<file path="src/rtl/frame_capture_sink.sv">
// Frame capture sink: writes one (or successive) W x H frames from a fs/hs pixel stream into a
// byte frame buffer, checks line/frame geometry and source coordinates, and keeps a checksum.
// rst_n is an active-high synchronous reset; the name matches the rest of the codebase.
module frame_capture_sink #(
  parameter int unsigned W  = 32,
  parameter int unsigned H  = 32,
  parameter int unsigned AW = 10
) (
  input  logic          clk,
  input  logic          rst_n,
  input  logic          arm,
  input  logic          cont,
  input  logic          fs,
  input  logic          hs,
  input  logic [7:0]    data,
  input  logic [10:0]   hang_cnt_out,
  input  logic [10:0]   lie_cnt_out,
  output logic          wr_en,
  output logic [AW-1:0] wr_addr,
  output logic [7:0]    wr_data,
  output logic          busy,
  output logic          frame_done,
  output logic [15:0]   frame_cnt,
  output logic [31:0]   checksum,
  output logic          err_line,
  output logic          err_frame,
  output logic          err_coord
);

  typedef enum logic [1:0] {StIdle, StWaitFs, StActive, StDone} state_e;

  localparam logic [10:0]   WCnt   = 11'(W);
  localparam logic [10:0]   HCnt   = 11'(H);
  localparam logic [10:0]   CntMax = 11'h7ff;
  localparam logic [AW-1:0] WAddr  = AW'(W);

  state_e state_q, state_d;

  logic          fs_d, hs_d;
  logic [10:0]   row_q, row_d, col_q, col_d;
  logic [31:0]   acc_q, acc_d;
  logic          err_line_q, err_line_d;
  logic          err_frame_q, err_frame_d;
  logic          err_coord_q, err_coord_d;
  logic          wr_en_q, wr_en_d;
  logic [AW-1:0] wr_addr_q, wr_addr_d;
  logic [7:0]    wr_data_q, wr_data_d;
  logic [31:0]   checksum_q, checksum_d;
  logic [15:0]   frame_cnt_q, frame_cnt_d;

  logic        fs_rise, fs_fall, hs_fall;
  logic        start, in_active, pix_valid, line_close, frame_end;
  logic [10:0] row_base, col_base;

  assign fs_rise = fs & ~fs_d;
  assign fs_fall = ~fs & fs_d;
  assign hs_fall = hs_d & ~hs;

  // Capture begins on the first fs edge seen while waiting, so a frame already in flight is skipped.
  assign start      = (state_q == StWaitFs) & fs_rise;
  assign in_active  = (state_q == StActive);
  assign pix_valid  = (start | in_active) & fs & hs;
  // A line still open when fs drops is closed together with the frame.
  assign line_close = in_active & (hs_fall | (fs_fall & hs_d));
  assign frame_end  = in_active & fs_fall;

  // State register.
  always_ff @(posedge clk) begin
    if (rst_n) begin
      state_q <= StIdle;
    end else begin
      state_q <= state_d;
    end
  end

  // Next-state logic.
  always_comb begin
    state_d = state_q;
    unique case (state_q)
      StIdle:   if (arm || cont) state_d = StWaitFs;
      StWaitFs: if (fs_rise) state_d = StActive;
      StActive: if (fs_fall) state_d = StDone;
      StDone:   state_d = (arm || cont) ? StWaitFs : StIdle;
      default:  state_d = StIdle;
    endcase
  end

  // FSM-decoded outputs.
  always_comb begin
    busy       = (state_q == StWaitFs) || (state_q == StActive);
    frame_done = (state_q == StDone);
  end

  // Pixel datapath: counters, write port, checksum accumulator and sticky error flags.
  always_comb begin
    // On the capture start cycle the counters and flags read as cleared so that cycle's
    // pixel is handled as (0,0) of a fresh frame.
    row_base    = start ? 11'd0 : row_q;
    col_base    = start ? 11'd0 : col_q;
    row_d       = row_base;
    col_d       = col_base;
    acc_d       = start ? 32'd0 : acc_q;
    err_line_d  = start ? 1'b0 : err_line_q;
    err_frame_d = start ? 1'b0 : err_frame_q;
    err_coord_d = start ? 1'b0 : err_coord_q;
    wr_en_d     = 1'b0;
    wr_addr_d   = wr_addr_q;
    wr_data_d   = wr_data_q;
    checksum_d  = checksum_q;
    frame_cnt_d = frame_cnt_q;

    if (pix_valid) begin
      if ((row_base < HCnt) && (col_base < WCnt)) begin
        wr_en_d   = 1'b1;
        wr_addr_d = AW'(row_base) * WAddr + AW'(col_base);
        wr_data_d = data;
        acc_d     = acc_d + 32'(data);
      end
      if (col_base >= WCnt) err_line_d = 1'b1;
      if (row_base >= HCnt) err_frame_d = 1'b1;
      if ((hang_cnt_out != row_base) || (lie_cnt_out != col_base)) err_coord_d = 1'b1;
      col_d = (col_base == CntMax) ? col_base : col_base + 11'd1;
    end

    if (line_close) begin
      if (col_q != WCnt) err_line_d = 1'b1;
      row_d = (row_q == CntMax) ? row_q : row_q + 11'd1;
      col_d = 11'd0;
    end

    // Line closing above is folded in first, so row_d is the final line count.
    if (frame_end) begin
      if (row_d != HCnt) err_frame_d = 1'b1;
      checksum_d  = acc_q;
      frame_cnt_d = frame_cnt_q + 16'd1;
    end
  end

  // Datapath and edge-detect registers.
  always_ff @(posedge clk) begin
    if (rst_n) begin
      fs_d        <= 1'b0;
      hs_d        <= 1'b0;
      row_q       <= 11'd0;
      col_q       <= 11'd0;
      acc_q       <= 32'd0;
      err_line_q  <= 1'b0;
      err_frame_q <= 1'b0;
      err_coord_q <= 1'b0;
      wr_en_q     <= 1'b0;
      wr_addr_q   <= '0;
      wr_data_q   <= 8'd0;
      checksum_q  <= 32'd0;
      frame_cnt_q <= 16'd0;
    end else begin
      fs_d        <= fs;
      hs_d        <= hs;
      row_q       <= row_d;
      col_q       <= col_d;
      acc_q       <= acc_d;
      err_line_q  <= err_line_d;
      err_frame_q <= err_frame_d;
      err_coord_q <= err_coord_d;
      wr_en_q     <= wr_en_d;
      wr_addr_q   <= wr_addr_d;
      wr_data_q   <= wr_data_d;
      checksum_q  <= checksum_d;
      frame_cnt_q <= frame_cnt_d;
    end
  end

  assign wr_en     = wr_en_q;
  assign wr_addr   = wr_addr_q;
  assign wr_data   = wr_data_q;
  assign checksum  = checksum_q;
  assign frame_cnt = frame_cnt_q;
  assign err_line  = err_line_q;
  assign err_frame = err_frame_q;
  assign err_coord = err_coord_q;

endmodule

</file>
<file path="config.mk">
export PLATFORM = sky130hd
export DESIGN_NAME = frame_capture_sink
export DESIGN_NICKNAME = d
export VERILOG_FILES = /design/src/rtl/frame_capture_sink.sv
export SDC_FILE = /design/constraint.sdc
export NUM_CORES = 1
export LEC_CHECK = 0
export CAP_MARGIN = 20
export CORE_MARGIN = 3
export CORE_UTILIZATION = 49
export CTS_CLUSTER_DIAMETER = 200
export DETAILED_ROUTE_END_ITERATION = 10
export GPL_TIMING_DRIVEN = 0
export HOLD_SLACK_MARGIN = 0.15
export PLACE_DENSITY = 0.77
export SYNTH_ARGS = -nofsm -noshare
export SYNTH_HDL_FRONTEND = slang
export SYNTH_SLANG_ARGS = --single-unit
</file>
<file path="constraint.sdc">
create_clock -name clk -period 3 [get_ports clk]
set_clock_uncertainty 0.05 [all_clocks]
set_input_delay 0.3 -clock clk [delete_from_list [all_inputs] [get_ports clk]]
set_output_delay 0.3 -clock clk [all_outputs]
set_load 0.05 [all_outputs]
</file>
==> reports/metrics.cfg, run 1 <==
[status]
status=finished, final reports clean

[detailed_routing]
via_per_inst=5.65
vias=6767
drt-initial-drc-count=612
dr.pass1.iters=5
route.detailed.drc=0
post_drt_wl_per_cell_um=15.6
drt-total-wl_mm=18.7
drtAntennaViolNets=0

[power]
p_seq_share_pct=37.5
p_per_area_mw_per_mm2=531
combPwrFrac_pct=18.3
p_sw_share_pct=28.4
p_switching_mw=1.36
p_int_mw=3.41
p_leak_nw=3.15
peakVddDrop_mv=0.323
pwr-share-clk_pct=44.2

[final_layout]
nNetsFinal=1067
antennaDiodeCount=0
register_area_sq_mm=0.00256
final_util_pct=67.3
multi_input_area_sq_mm=0.00405
stdcell_area_sq_mm=0.00898
drive_above_1_share_pct=9.50
area_growth_pct=32.8
fill_cells=1114

[clocking]
root_buffer=clkbuf_16
cts_tree=yes
htreeDepth=4
insertion_delay_ps=420
ctsHoldBuffers=0
cts_sinks=128
clock_path_buffers=2
cts_made_buffers=17
path_clk_slew_ps=60

[die]
ioPinCount=108
dieArea_sq_mm=0.0152
die_height_um=123
core-area_sq_mm=0.0133
start_util_pct=50.7
row_count=42
die_w_um=123

[worst_setup_path]
startpoint=state_q[1]
r2r_start=state_q[1]
crit_path_start_kind=flip-flop
worstPathMaxFanout=10
end_kind=flip-flop
reg2reg_setup_slack_ps=50
crit_type=reg -> reg
arrival_ps=3250
required_ps=3300

[yosys]
netlist_area_sq_mm=0.00676
ys_warn_count=0
syn_avg_cell_area_sq_um=7.80
synthCells=867
syn-num-nets=926
ys_types=62
synth_ff_type=dfxtp_1
synth_edf_count=0
async_flop_share_pct=0
yosysSeqAreaShare_pct=37.9
ys_ff_latch=128

[placed_design]
post_dp_cell_area_sq_mm=0.00805
dp_hpwl_mm=13.3
numPortBuffers=105
gp_congestion=0.922

[hold_path]
hold_start=fs
hold_path_class=in -> reg

[sta]
rsz0062_at_grt=true
timing_worst_slew_pin_value_ps=832
drv_slew=0
setup_viol=0
fmax_mhz=339
fin_crit_sh_pct=98.4
finalHoldViolations=0
relSlewSlack_pct=44.3
finalCriticalPeriod_ps=2950

[global_routing]
grt_antenna_before_repair=0
grt_pass1_wl_mm=30.3
grt_max_degree=17
grt-ovfl-total=0
track_usage_pct=25.0
grt_pass1_vias=6242

[job]
max_cap_violations=0

-- area by class of cell --
class | instances | share of cell area [%]
clock inverter | 13 | 1.81
buffer | 55 | 2.79
sequential | 128 | 28.6
tap | 176 | 2.45
multi-input combinational | 660 | 45.1
timing repair buffer | 123 | 13.4
clock buffer | 19 | 4.93
inverter | 23 | 0.962
-- logic make-up after synthesis --
family | share of synthesized area, %
adder cells (fa/ha/maj) | 4.48
flip-flops | 37.9
multiplexers | 1.35
AND/OR/NAND/NOR | 28.8
AO/OA/AOI/OAI | 17.5
XOR/XNOR | 5.44
buffers and inverters | 4.53
-- flip-flops by register name, summed over array words and instances (netlist names), 2 cells and up --
name / count
col_q: 11
wr_addr: 10
frame_cnt: 16
state_q: 2
checksum: 32
acc_q: 32
row_q: 11
wr_data: 8
-- layer usage --
metal	track usage [%]	up-vias	share of wire, %
met2	40.8	257	47
met5	0	-	0
met1	32.5	3117	44
met4	9.13	0	2.3
met3	5.67	35	6.6
li1	-	3358	-
-- metrics by stage --
stage	setup TNS (ps)	total power, mW	hold slack (ps)	setup slack (ps)	std cells
finish	0	4.77	193	47.4	1197
detailed placement	-15060	2.58	396	-720	1148
floorplan	-20.9	2.32	377	-20.9	867
global placement	-13950	2.57	388	-697	1148
CTS	-12.2	4.74	180	-10.7	1189
global route	-209	4.94	203	-86.7	1197
-- synthesized netlist by cell type, types with 7 or more instances --
cell	count	share of area, %
a211oi_1	7	0.78
a21o_1	8	0.89
a21oi_1	97	7.2
a31oi_1	12	1.1
and2_1	13	1.2
and3_1	13	1.2
buf_1	8	0.44
clkbuf_1	46	2.6
dfxtp_1	128	38
ha_1	21	3.9
inv_1	23	1.3
mux2i_1	8	1.2
nand2_1	152	8.4
nand3_1	32	2.4
nand4_1	17	1.6
nor2_1	77	4.3
nor3_1	7	0.52
nor4_1	10	0.93
nor4bb_1	10	1.5
o21ai_0	24	1.8
o31ai_1	9	1.0
o32ai_1	11	1.4
or3_1	14	1.3
xnor2_1	28	3.6
xor2_1	14	1.8
-- worst max-delay path, cell delays in order, from the launching register on --
cell and delay, ps:
dfxtp_2 320, inv_2 80, ha_4 150, nand3b_1 160
buf_8 200, and2_4 170, ha_1 270, a21o_1 100
a21o_1 210, a2111o_1 210, buf_4 140, nand4_4 130
or4_1 520, a21oi_1 160
-- power groups by stage --
stage                     Combinational (mW)  Sequential [mW]  Clock [mW]
final                                  0.873             1.79        2.11
after CTS                              0.832             1.79        2.12
after global routing                   0.945             1.79        2.20
after global placement                 0.752             1.82           0
after floorplan                        0.448             1.88           0
after detailed placement               0.761             1.82           0
-- path summary, 6_finish.rpt --
path / cells past startpoint / endpoint
worst min register to register: 2 / checksum[30]
worst max-delay path: 13 / acc_q[23]
worst min-delay path: 2 / fs_d
worst max register to register: 13 / acc_q[23]
-- cell usage in the layout (no fill, tap or decap), types with 8 or more instances in the layout --
cell / n
a21o_1: 8
a21oi_1: 95
a31oi_1: 12
and2_1: 11
and3_1: 13
buf_4: 20
clkbuf_1: 43
clkbuf_16: 17
clkdlybuf4s50_1: 105
dfxtp_1: 126
ha_1: 17
inv_1: 22
mux2i_1: 8
nand2_1: 152
nand3_1: 31
nand4_1: 17
nor2_1: 76
nor4bb_1: 10
o21ai_0: 22
o31ai_1: 9
o32ai_1: 11
or3_1: 14
xnor2_1: 28
xor2_1: 14
-- what timing repair did --
action                     in CTS  in global routing
gates cloned                    0                  1
resized for setup              32                 15
buffers inserted               10                  8
setup endpoints to repair      42                 34
pin swaps                      14                  6
(Power assumes the default switching activity.)
==> run 2, diff against run 1 <==
- MAX_ROUTING_LAYER: not set -> met4
==> run 2 against run 1 <==
  * Routed wire length grew 4.5%
  * Critical path depth grew 2
  * Critical endpoint is now acc_q[24]
  * Cell count shrank 0.17%
  * Largest cell class unchanged
  * Die area is the same
  * Combinational power grew 5.8%
==> reports/metrics.cfg, run 2 (synthesis results as in run 1) <==
[worst_setup_path]
arrival_ps=3280
end_kind=flip-flop
worstPathMaxFanout=5
crit_type=reg -> reg
required_ps=3290
crit_path_start_kind=flip-flop

[clocking]
clock_path_buffers=2
cts_made_buffers=17
cts_sinks=128
insertion_delay_ps=430
cts_tree=yes
htreeDepth=4
path_clk_slew_ps=50
root_buffer=clkbuf_16
ctsHoldBuffers=0

[final_layout]
drive_above_1_share_pct=10.1
final_cell_mix=nand2_1 (152), dfxtp_1 (126), clkdlybuf4s50_1 (105), a21oi_1 (92), nor2_1 (76)
mostFrequentLayoutCell=nand2_1
nNetsFinal=1066
area_growth_pct=33.6
antennaDiodeCount=0

[detailed_routing]
drt-total-wl_mm=19.5
route.detailed.drc=0
drtAntennaViolNets=0
vias=6819
via_per_inst=5.71
drt-initial-drc-count=548
dr.pass1.iters=6
post_drt_wl_per_cell_um=16.3

[global_routing]
grt_pass1_vias=6231
track_usage_pct=26.1
grt-ovfl-total=0
grt_pass1_wl_mm=30.6
grt_max_degree=17
grt_antenna_before_repair=0

[sta]
finalHoldViolations=0
drv_slew=0
rsz0062_at_grt=true
relSlewSlack_pct=50.2
finalCriticalPeriod_ps=2980
fin_crit_sh_pct=99.5
fmax_mhz=335
setup_viol=0
timing_worst_slew_pin_value_ps=744
setup_tns_ps=0

[power]
p_leak_nw=3.20
p_per_area_mw_per_mm2=533
power.total_mw=4.81
peakVddDrop_mv=0.386

[die]
core-area_sq_mm=0.0133
die_height_um=123
start_util_pct=50.7
die_w_um=123
ioPinCount=108
dieArea_sq_mm=0.0152
row_count=42

[placed_design]
dp_hpwl_mm=13.4
numPortBuffers=105
gp_congestion=0.943

[hold_path]
hold_path_class=in -> reg

[job]
max_cap_violations=0

[status]
status=finished, final reports clean

## run 2: where the power goes
part / leakage (nW) / internal (mW) / switching, mW / total (mW)
Clock: 0.291 / 1.34 / 0.759 / 2.10
Sequential: 1.03 / 1.75 / 0.0413 / 1.79
Combinational: 1.87 / 0.359 / 0.565 / 0.924
Total: 3.20 / 3.45 / 1.37 / 4.81
## run 2: critical path, cell delays in order, from the launching register on
cell and delay (ps):
dfxtp_4 380, inv_4 50, ha_4 160, nand3b_1 90, buf_6 130, clkbuf_16 140
and2_4 150, ha_4 130, fa_2 210, a21o_1 160, a21oi_4 80, o21ai_2 180
buf_4 150, nand3_2 120, or4_4 540, a21oi_1 180
## run 2: metrics by stage
step / instances / instance area [sq um] / setup slack [ps] / utilization [%] / hold WS [ps]
finish: 1195 / 9030 / 15.2 / 67.7 / 195
global route: 1195 / 9030 / -80.6 / 67.7 / 216
global placement: 1148 / 8050 / -705 / 60.3 / 388
CTS: 1189 / 8860 / 1.83 / 66.4 / 179
detailed placement: 1148 / 8050 / -735 / 60.3 / 396
floorplan: 867 / 6780 / -20.9 / - / 377
## run 2: timing repair
item                                    in CTS  in global routing
setup buffers                               11                  7
gates resized for setup                     33                 24
endpoints found under the setup margin      42                 37
gates cloned                                 0                  1
pin swaps                                    8                 11
hold endpoints to repair                     0                  0
## run 2: final cells by class
| cell class | instances | area [sq um] |
|---|---|---|
| Buffer | 54 | 241 |
| Timing Repair Buffer | 124 | 1230 |
| Multi-Input combinational cell | 659 | 4090 |
| Clock inverter | 11 | 139 |
| Fill cell | 1115 | 4310 |
| Sequential cell | 128 | 2570 |
| Clock buffer | 20 | 457 |
| Inverter | 23 | 88.8 |
| Tap cell | 176 | 220 |
## run 2: final timing paths
kind	start	to	cells after the start	slack, ps
max	state_q[1]	acc_q[24]	15	20
min	fs	fs_d	2	190
max reg2reg	state_q[1]	acc_q[24]	15	20
min reg2reg	checksum[29]	checksum[29]	2	400
## run 2: routing by layer
metal	share of wire, %	global-route usage [%]	vias to the layer above
li1	-	-	3339
met1	43	33.0	3153
met2	47	40.9	253
met3	6.3	5.63	74
met4	3.4	10.2	0
met5	0	-	-
